## src/rtl/pipe_stage_reg.sv

```systemverilog
// ============================================================================
// Module   : pipe_stage_reg
// Purpose  : Inter-stage pipeline register with valid/ready handshake,
//            Tnew / exception / delay-slot sideband and two flush classes.
//            Define SKID_PIPE_EN to add a registered-ready skid entry.
// Revision : 1.0  initial release
// ============================================================================
`default_nettype none

module pipe_stage_reg #(
    parameter int DATA_W   = 128,
    parameter int TNEW_W   = 4,
    parameter int EXC_W    = 5,
    parameter int EXC_NONE = 0,
    parameter int TNEW_AGE = 0
) (
    input  logic              clk,
    input  logic              reset,
    input  logic              in_valid,
    output logic              in_ready,
    input  logic [DATA_W-1:0] in_data,
    input  logic [TNEW_W-1:0] in_tnew,
    input  logic [EXC_W-1:0]  in_exc,
    input  logic              in_is_branch,
    output logic              out_valid,
    input  logic              out_ready,
    output logic [DATA_W-1:0] out_data,
    output logic [TNEW_W-1:0] out_tnew,
    output logic [EXC_W-1:0]  out_exc,
    output logic              out_is_ds,
    input  logic              flush,
    input  logic              flush_force
);

    localparam logic [EXC_W-1:0] c_exc_none = EXC_W'(EXC_NONE);
    localparam bit               c_age      = (TNEW_AGE != 0);

    function automatic logic [TNEW_W-1:0] f_sat_dec(input logic [TNEW_W-1:0] t);
        return (t == '0) ? '0 : t - TNEW_W'(1);
    endfunction

    logic              r_valid;
    logic [DATA_W-1:0] r_data;
    logic [TNEW_W-1:0] r_tnew;
    logic [EXC_W-1:0]  r_exc;
    logic              r_is_ds;
    logic              r_pending_ds;

    logic w_stall;
    logic w_flush;

    assign w_stall = r_valid && !out_ready;
    // A soft flush is dropped while stalled; the issuer keeps it asserted.
    assign w_flush = flush_force || (flush && !w_stall);

    assign out_valid = r_valid;
    assign out_data  = r_data;
    assign out_tnew  = r_tnew;
    assign out_exc   = r_exc;
    assign out_is_ds = r_is_ds;

`ifdef SKID_PIPE_EN

    logic              r_sk_valid;
    logic [DATA_W-1:0] r_sk_data;
    logic [TNEW_W-1:0] r_sk_tnew;
    logic [EXC_W-1:0]  r_sk_exc;
    logic              r_sk_is_ds;

    // Ready depends only on skid occupancy, cutting the out_ready->in_ready path.
    assign in_ready = !r_sk_valid;

    always_ff @(posedge clk or negedge reset) begin
        if (!reset) begin
            r_valid      <= 1'b0;
            r_data       <= '0;
            r_tnew       <= '0;
            r_exc        <= c_exc_none;
            r_is_ds      <= 1'b0;
            r_pending_ds <= 1'b0;
            r_sk_valid   <= 1'b0;
            r_sk_data    <= '0;
            r_sk_tnew    <= '0;
            r_sk_exc     <= c_exc_none;
            r_sk_is_ds   <= 1'b0;
        end else if (w_flush) begin
            r_valid      <= 1'b0;
            r_data       <= '0;
            r_tnew       <= '0;
            r_exc        <= c_exc_none;
            r_is_ds      <= 1'b0;
            r_pending_ds <= 1'b0;
            r_sk_valid   <= 1'b0;
            r_sk_data    <= '0;
            r_sk_tnew    <= '0;
            r_sk_exc     <= c_exc_none;
            r_sk_is_ds   <= 1'b0;
        end else if (!w_stall) begin
            if (r_sk_valid) begin
                // Promote the older skid entry; no accept happens this cycle.
                r_valid    <= 1'b1;
                r_data     <= r_sk_data;
                r_tnew     <= r_sk_tnew;
                r_exc      <= r_sk_exc;
                r_is_ds    <= r_sk_is_ds;
                r_sk_valid <= 1'b0;
                r_sk_data  <= '0;
                r_sk_tnew  <= '0;
                r_sk_exc   <= c_exc_none;
                r_sk_is_ds <= 1'b0;
            end else if (in_valid) begin
                r_valid      <= 1'b1;
                r_data       <= in_data;
                r_tnew       <= f_sat_dec(in_tnew);
                r_exc        <= in_exc;
                r_is_ds      <= r_pending_ds;
                r_pending_ds <= in_is_branch;
            end else begin
                r_valid <= 1'b0;
                r_data  <= '0;
                r_tnew  <= '0;
                r_exc   <= c_exc_none;
                r_is_ds <= 1'b0;
            end
        end else begin
            if (c_age) begin
                r_tnew <= f_sat_dec(r_tnew);
            end
            if (!r_sk_valid && in_valid) begin
                r_sk_valid   <= 1'b1;
                r_sk_data    <= in_data;
                r_sk_tnew    <= f_sat_dec(in_tnew);
                r_sk_exc     <= in_exc;
                r_sk_is_ds   <= r_pending_ds;
                r_pending_ds <= in_is_branch;
            end else if (r_sk_valid && c_age) begin
                r_sk_tnew <= f_sat_dec(r_sk_tnew);
            end
        end
    end

`else

    assign in_ready = !r_valid || out_ready;

    always_ff @(posedge clk or negedge reset) begin
        if (!reset) begin
            r_valid      <= 1'b0;
            r_data       <= '0;
            r_tnew       <= '0;
            r_exc        <= c_exc_none;
            r_is_ds      <= 1'b0;
            r_pending_ds <= 1'b0;
        end else if (w_flush) begin
            r_valid      <= 1'b0;
            r_data       <= '0;
            r_tnew       <= '0;
            r_exc        <= c_exc_none;
            r_is_ds      <= 1'b0;
            r_pending_ds <= 1'b0;
        end else if (!w_stall) begin
            if (in_valid) begin
                // A branch directly behind a branch is tagged and re-arms pending.
                r_valid      <= 1'b1;
                r_data       <= in_data;
                r_tnew       <= f_sat_dec(in_tnew);
                r_exc        <= in_exc;
                r_is_ds      <= r_pending_ds;
                r_pending_ds <= in_is_branch;
            end else begin
                r_valid <= 1'b0;
                r_data  <= '0;
                r_tnew  <= '0;
                r_exc   <= c_exc_none;
                r_is_ds <= 1'b0;
            end
        end else if (c_age) begin
            r_tnew <= f_sat_dec(r_tnew);
        end
    end

`endif

endmodule

`default_nettype wire

```

## config.mk

```make
export PLATFORM = sky130hd
export DESIGN_NAME = pipe_stage_reg
export DESIGN_NICKNAME = d
export VERILOG_FILES = /design/src/rtl/pipe_stage_reg.sv
export SDC_FILE = /design/constraint.sdc
export NUM_CORES = 1
export LEC_CHECK = 0
export CORE_MARGIN = 1.5
export CORE_UTILIZATION = 40
export DETAILED_ROUTE_END_ITERATION = 10
export GPL_ROUTABILITY_DRIVEN = 0
export PLACE_DENSITY = 0.86
export SLEW_MARGIN = 30
export SYNTH_ARGS = -nofsm -noshare
export SYNTH_HDL_FRONTEND = slang
export SYNTH_SLANG_ARGS = --single-unit
export TNS_END_PERCENT = 5
```

## constraint.sdc

```tcl
create_clock -name clk -period 3.1 [get_ports clk]
set_input_delay 0.31 -clock clk [delete_from_list [all_inputs] [get_ports clk]]
set_output_delay 0.31 -clock clk [all_outputs]
set_load 0.01 [all_outputs]
```

==> metrics.md <==
| Metric | Value |
|---|---|
| PwrDens | `519 nW/um^2` |
| Worst-Skew Late Latency | `0.41 ns` |
| Die Y | `115 um` |
| Synth Area per Inst | `15.1 sq um` |
| Crit path launch type | `flip-flop` |
| Worst endpoint required time | `2.79 ns` |
| Number of DRC markers in iteration 0 | `275` |
| Final net count | `756` |
| Initial antenna violation count | `0` |
| Die area | `13200 sq um` |
| Yosys reg bits | `140` |
| Finished Layout Cells | `791` |
| Gr ovfl total | `0` |
| Hold WC Path Type | `input pin to async pin` |
| Tot GR Track Use | `22.5%` |
| DP HPWL | `10.4 mm` |
| Final Setup Violations | `0` |
| Fraction of the yosys area taken by sequential cells | `69.8%` |
| Vias per cell | `5.20` |
| Worst-margin pin slew | `0.709 ns` |
| Synth top area share | `69.8%` |
| # diodes | `0` |
| RSZ-0062 raised after global routing | `no` |
| FILL cells | `812` |
| Share of layout cells above drive strength 1 | `6.58%` |
| # port buffers | `283` |
| Die width | `115 um` |
| Final period util | `58.3%` |
| Leading cell type in the layout, fill and taps excluded | `clkdlybuf4s50_1` |
| CTS tree | `built` |
| Critical Path Start | `out_valid` |
| First-pass iteration count of the detailed router | `5` |
| Syn Inst Count | `332` |
| DRC | `0` |
| Clock buffer depth | `2` |
| Post-synth cell types | `18` |
| Critical path class | `flip-flop to output port` |
| Most frequent cells in the layout | `clkdlybuf4s50_1, dfrtp_1, a22o_1` |
| Total CTS buffers | `17` |
| First-pass GRT wire length | `22.5 mm` |
| Area of the multi-input gates | `1340 sq um` |
| R2r worst-path depth | `4` |
| Vias in the first global route | `4181` |
| Final Skew | `0.00531 ns` |
| Worst R2R Setup Slack | `1.37 ns` |
| Peak VDD IR | `0.282 mV` |
| Synth area leaders | `dfrtp_1, a22o_1, buf_2` |
| Status | `completed` |
| Final core utilization | `71.1%` |
| FP Rows | `40` |
| Leakage | `3.84 nW` |
| Tmin final | `1.81 ns` |
| Worst-path clk slew | `0.06 ns` |
| Num ports | `284` |
| Setup TNS | `0 ns` |
| Critical R2R Launch | `out_valid` |
| Starting Density | `41.4%` |
| CORE AREA | `12100 sq um` |
| Post-CTS Setup Inserts | `0` |
| Routed wire length | `14.8 mm` |
| Synth area leader | `dfrtp_1` |
| Largest net degree at the start of global routing | `140` |
| Count of max-cap constraint violations | `0` |
| Dpl cells | `758` |
| Clk sink count | `140` |
| Setup crit end kind | `output port` |
| Post_cts resized | `0` |
| Post-route ant nets | `0` |
| CTS Root Cell | `clkbuf_16` |
| Max-slew violations | `0` |
| Syn_nets | `478` |
| WP data arrival | `1.50 ns` |
| CP max FO | `5` |
| Syn. warnings | `0` |
| R2r endpoint | `out_data[52]` |
| H-tree level count | `4` |
| # hold bufs at CTS | `1` |
| Rel. slew slack | `52.7%` |
| Routed via count | `4112` |
| Mapped Area | `5020 sq um` |
| DR WL/cell | `18.8 um` |
| Area Growth Syn to Fin | `71.7%` |
| Final hold violation count | `0` |
| Max Clk Rate | `553 MHz` |
| Storage cell area | `3500 sq um` |
-- worst max path at each step --
| stage | to | depth (start not counted) | slack, ns |
|---|---|---|---|
| finish | in_ready | 2 | 1.29 |
| global route | in_ready | 2 | 1.24 |
| CTS | in_ready | 2 | 1.26 |
| detailed placement | out_data[59] | 5 | 0.96 |
| global placement | out_data[41] | 5 | 1.05 |
| floorplan | out_data[56] | 6 | 1.74 |
-- kinds of logic (layout without fill, tap and decap cells) --
group | Yosys count | count (layout) | synth area share, %
xor gates and xnor gates | 2 | 2 | 0.349
adders and majority gates | 2 | 2 | 0.498
and+or+nand+nor | 15 | 15 | 1.50
AOI/OAI and AO/OA | 140 | 140 | 24.1
DFF | 140 | 140 | 69.8
buffers and inverters | 33 | 324 | 3.79
-- layer usage --
metal  global-route usage (%)  vias to the layer above  share of wire, %
li1                         -                     1825                 -
met1                     26.4                     2039                39
met2                     36.8                      208                49
met3                     7.59                       40               8.3
met4                     11.9                        0               3.6
met5                        0                        -                 0
-- metrics by stage --
| stage | hold WS [ns] | power [W] | cell area, sq um | setup slack [ns] |
|---|---|---|---|---|
| final | 0.425 | 0.00447 | 8620 | 1.29 |
| after detailed placement | 0.300 | 0.00240 | 7990 | 0.964 |
| after global placement | 0.289 | 0.00239 | 7990 | 1.05 |
| after global routing | 0.474 | 0.00464 | 8620 | 1.24 |
| after floorplan | 0.0144 | 0.00205 | 5020 | 1.74 |
| after CTS | 0.424 | 0.00451 | 8620 | 1.26 |
-- cell type report --
cell class                      count  share of cell area, %
Clock buffer                       22                   5.62
Clock inverter                     10                   1.60
Inverter                            3                  0.131
Multi-Input combinational cell    159                   15.5
Sequential cell                   140                   40.7
Tap cell                          168                   2.44
Timing Repair Buffer              289                   34.0
-- sequential cells by signal, indices dropped and copies added, names as in the netlist --
name	cells
out_tnew	4
out_exc	5
r_pending_ds	1
out_data	128
out_is_ds	1
out_valid	1
-- synthesized netlist by cell type --
cell / number
a22o_1: 134
a31oi_1: 1
and3_1: 1
buf_2: 23
buf_6: 5
clkbuf_1: 2
dfrtp_1: 140
ha_1: 2
inv_1: 3
nand2_1: 6
nand2b_4: 1
nor2_1: 4
nor2b_1: 1
nor3_1: 1
o21ai_0: 4
o22a_1: 1
or2_2: 1
xnor2_1: 2
-- report_power, final --
group | switching, W | internal (W)
registers | 0.0000317 | 0.00188
logic | 0.000169 | 0.000290
clock network | 0.000749 | 0.00135
-- critical path: stages (launching register included) --
cell             delay (ns)
dfrtp_1                0.42
nand2b_4               0.12
clkdlybuf4s50_1        0.55
Power figures use the tool's default switching activity.
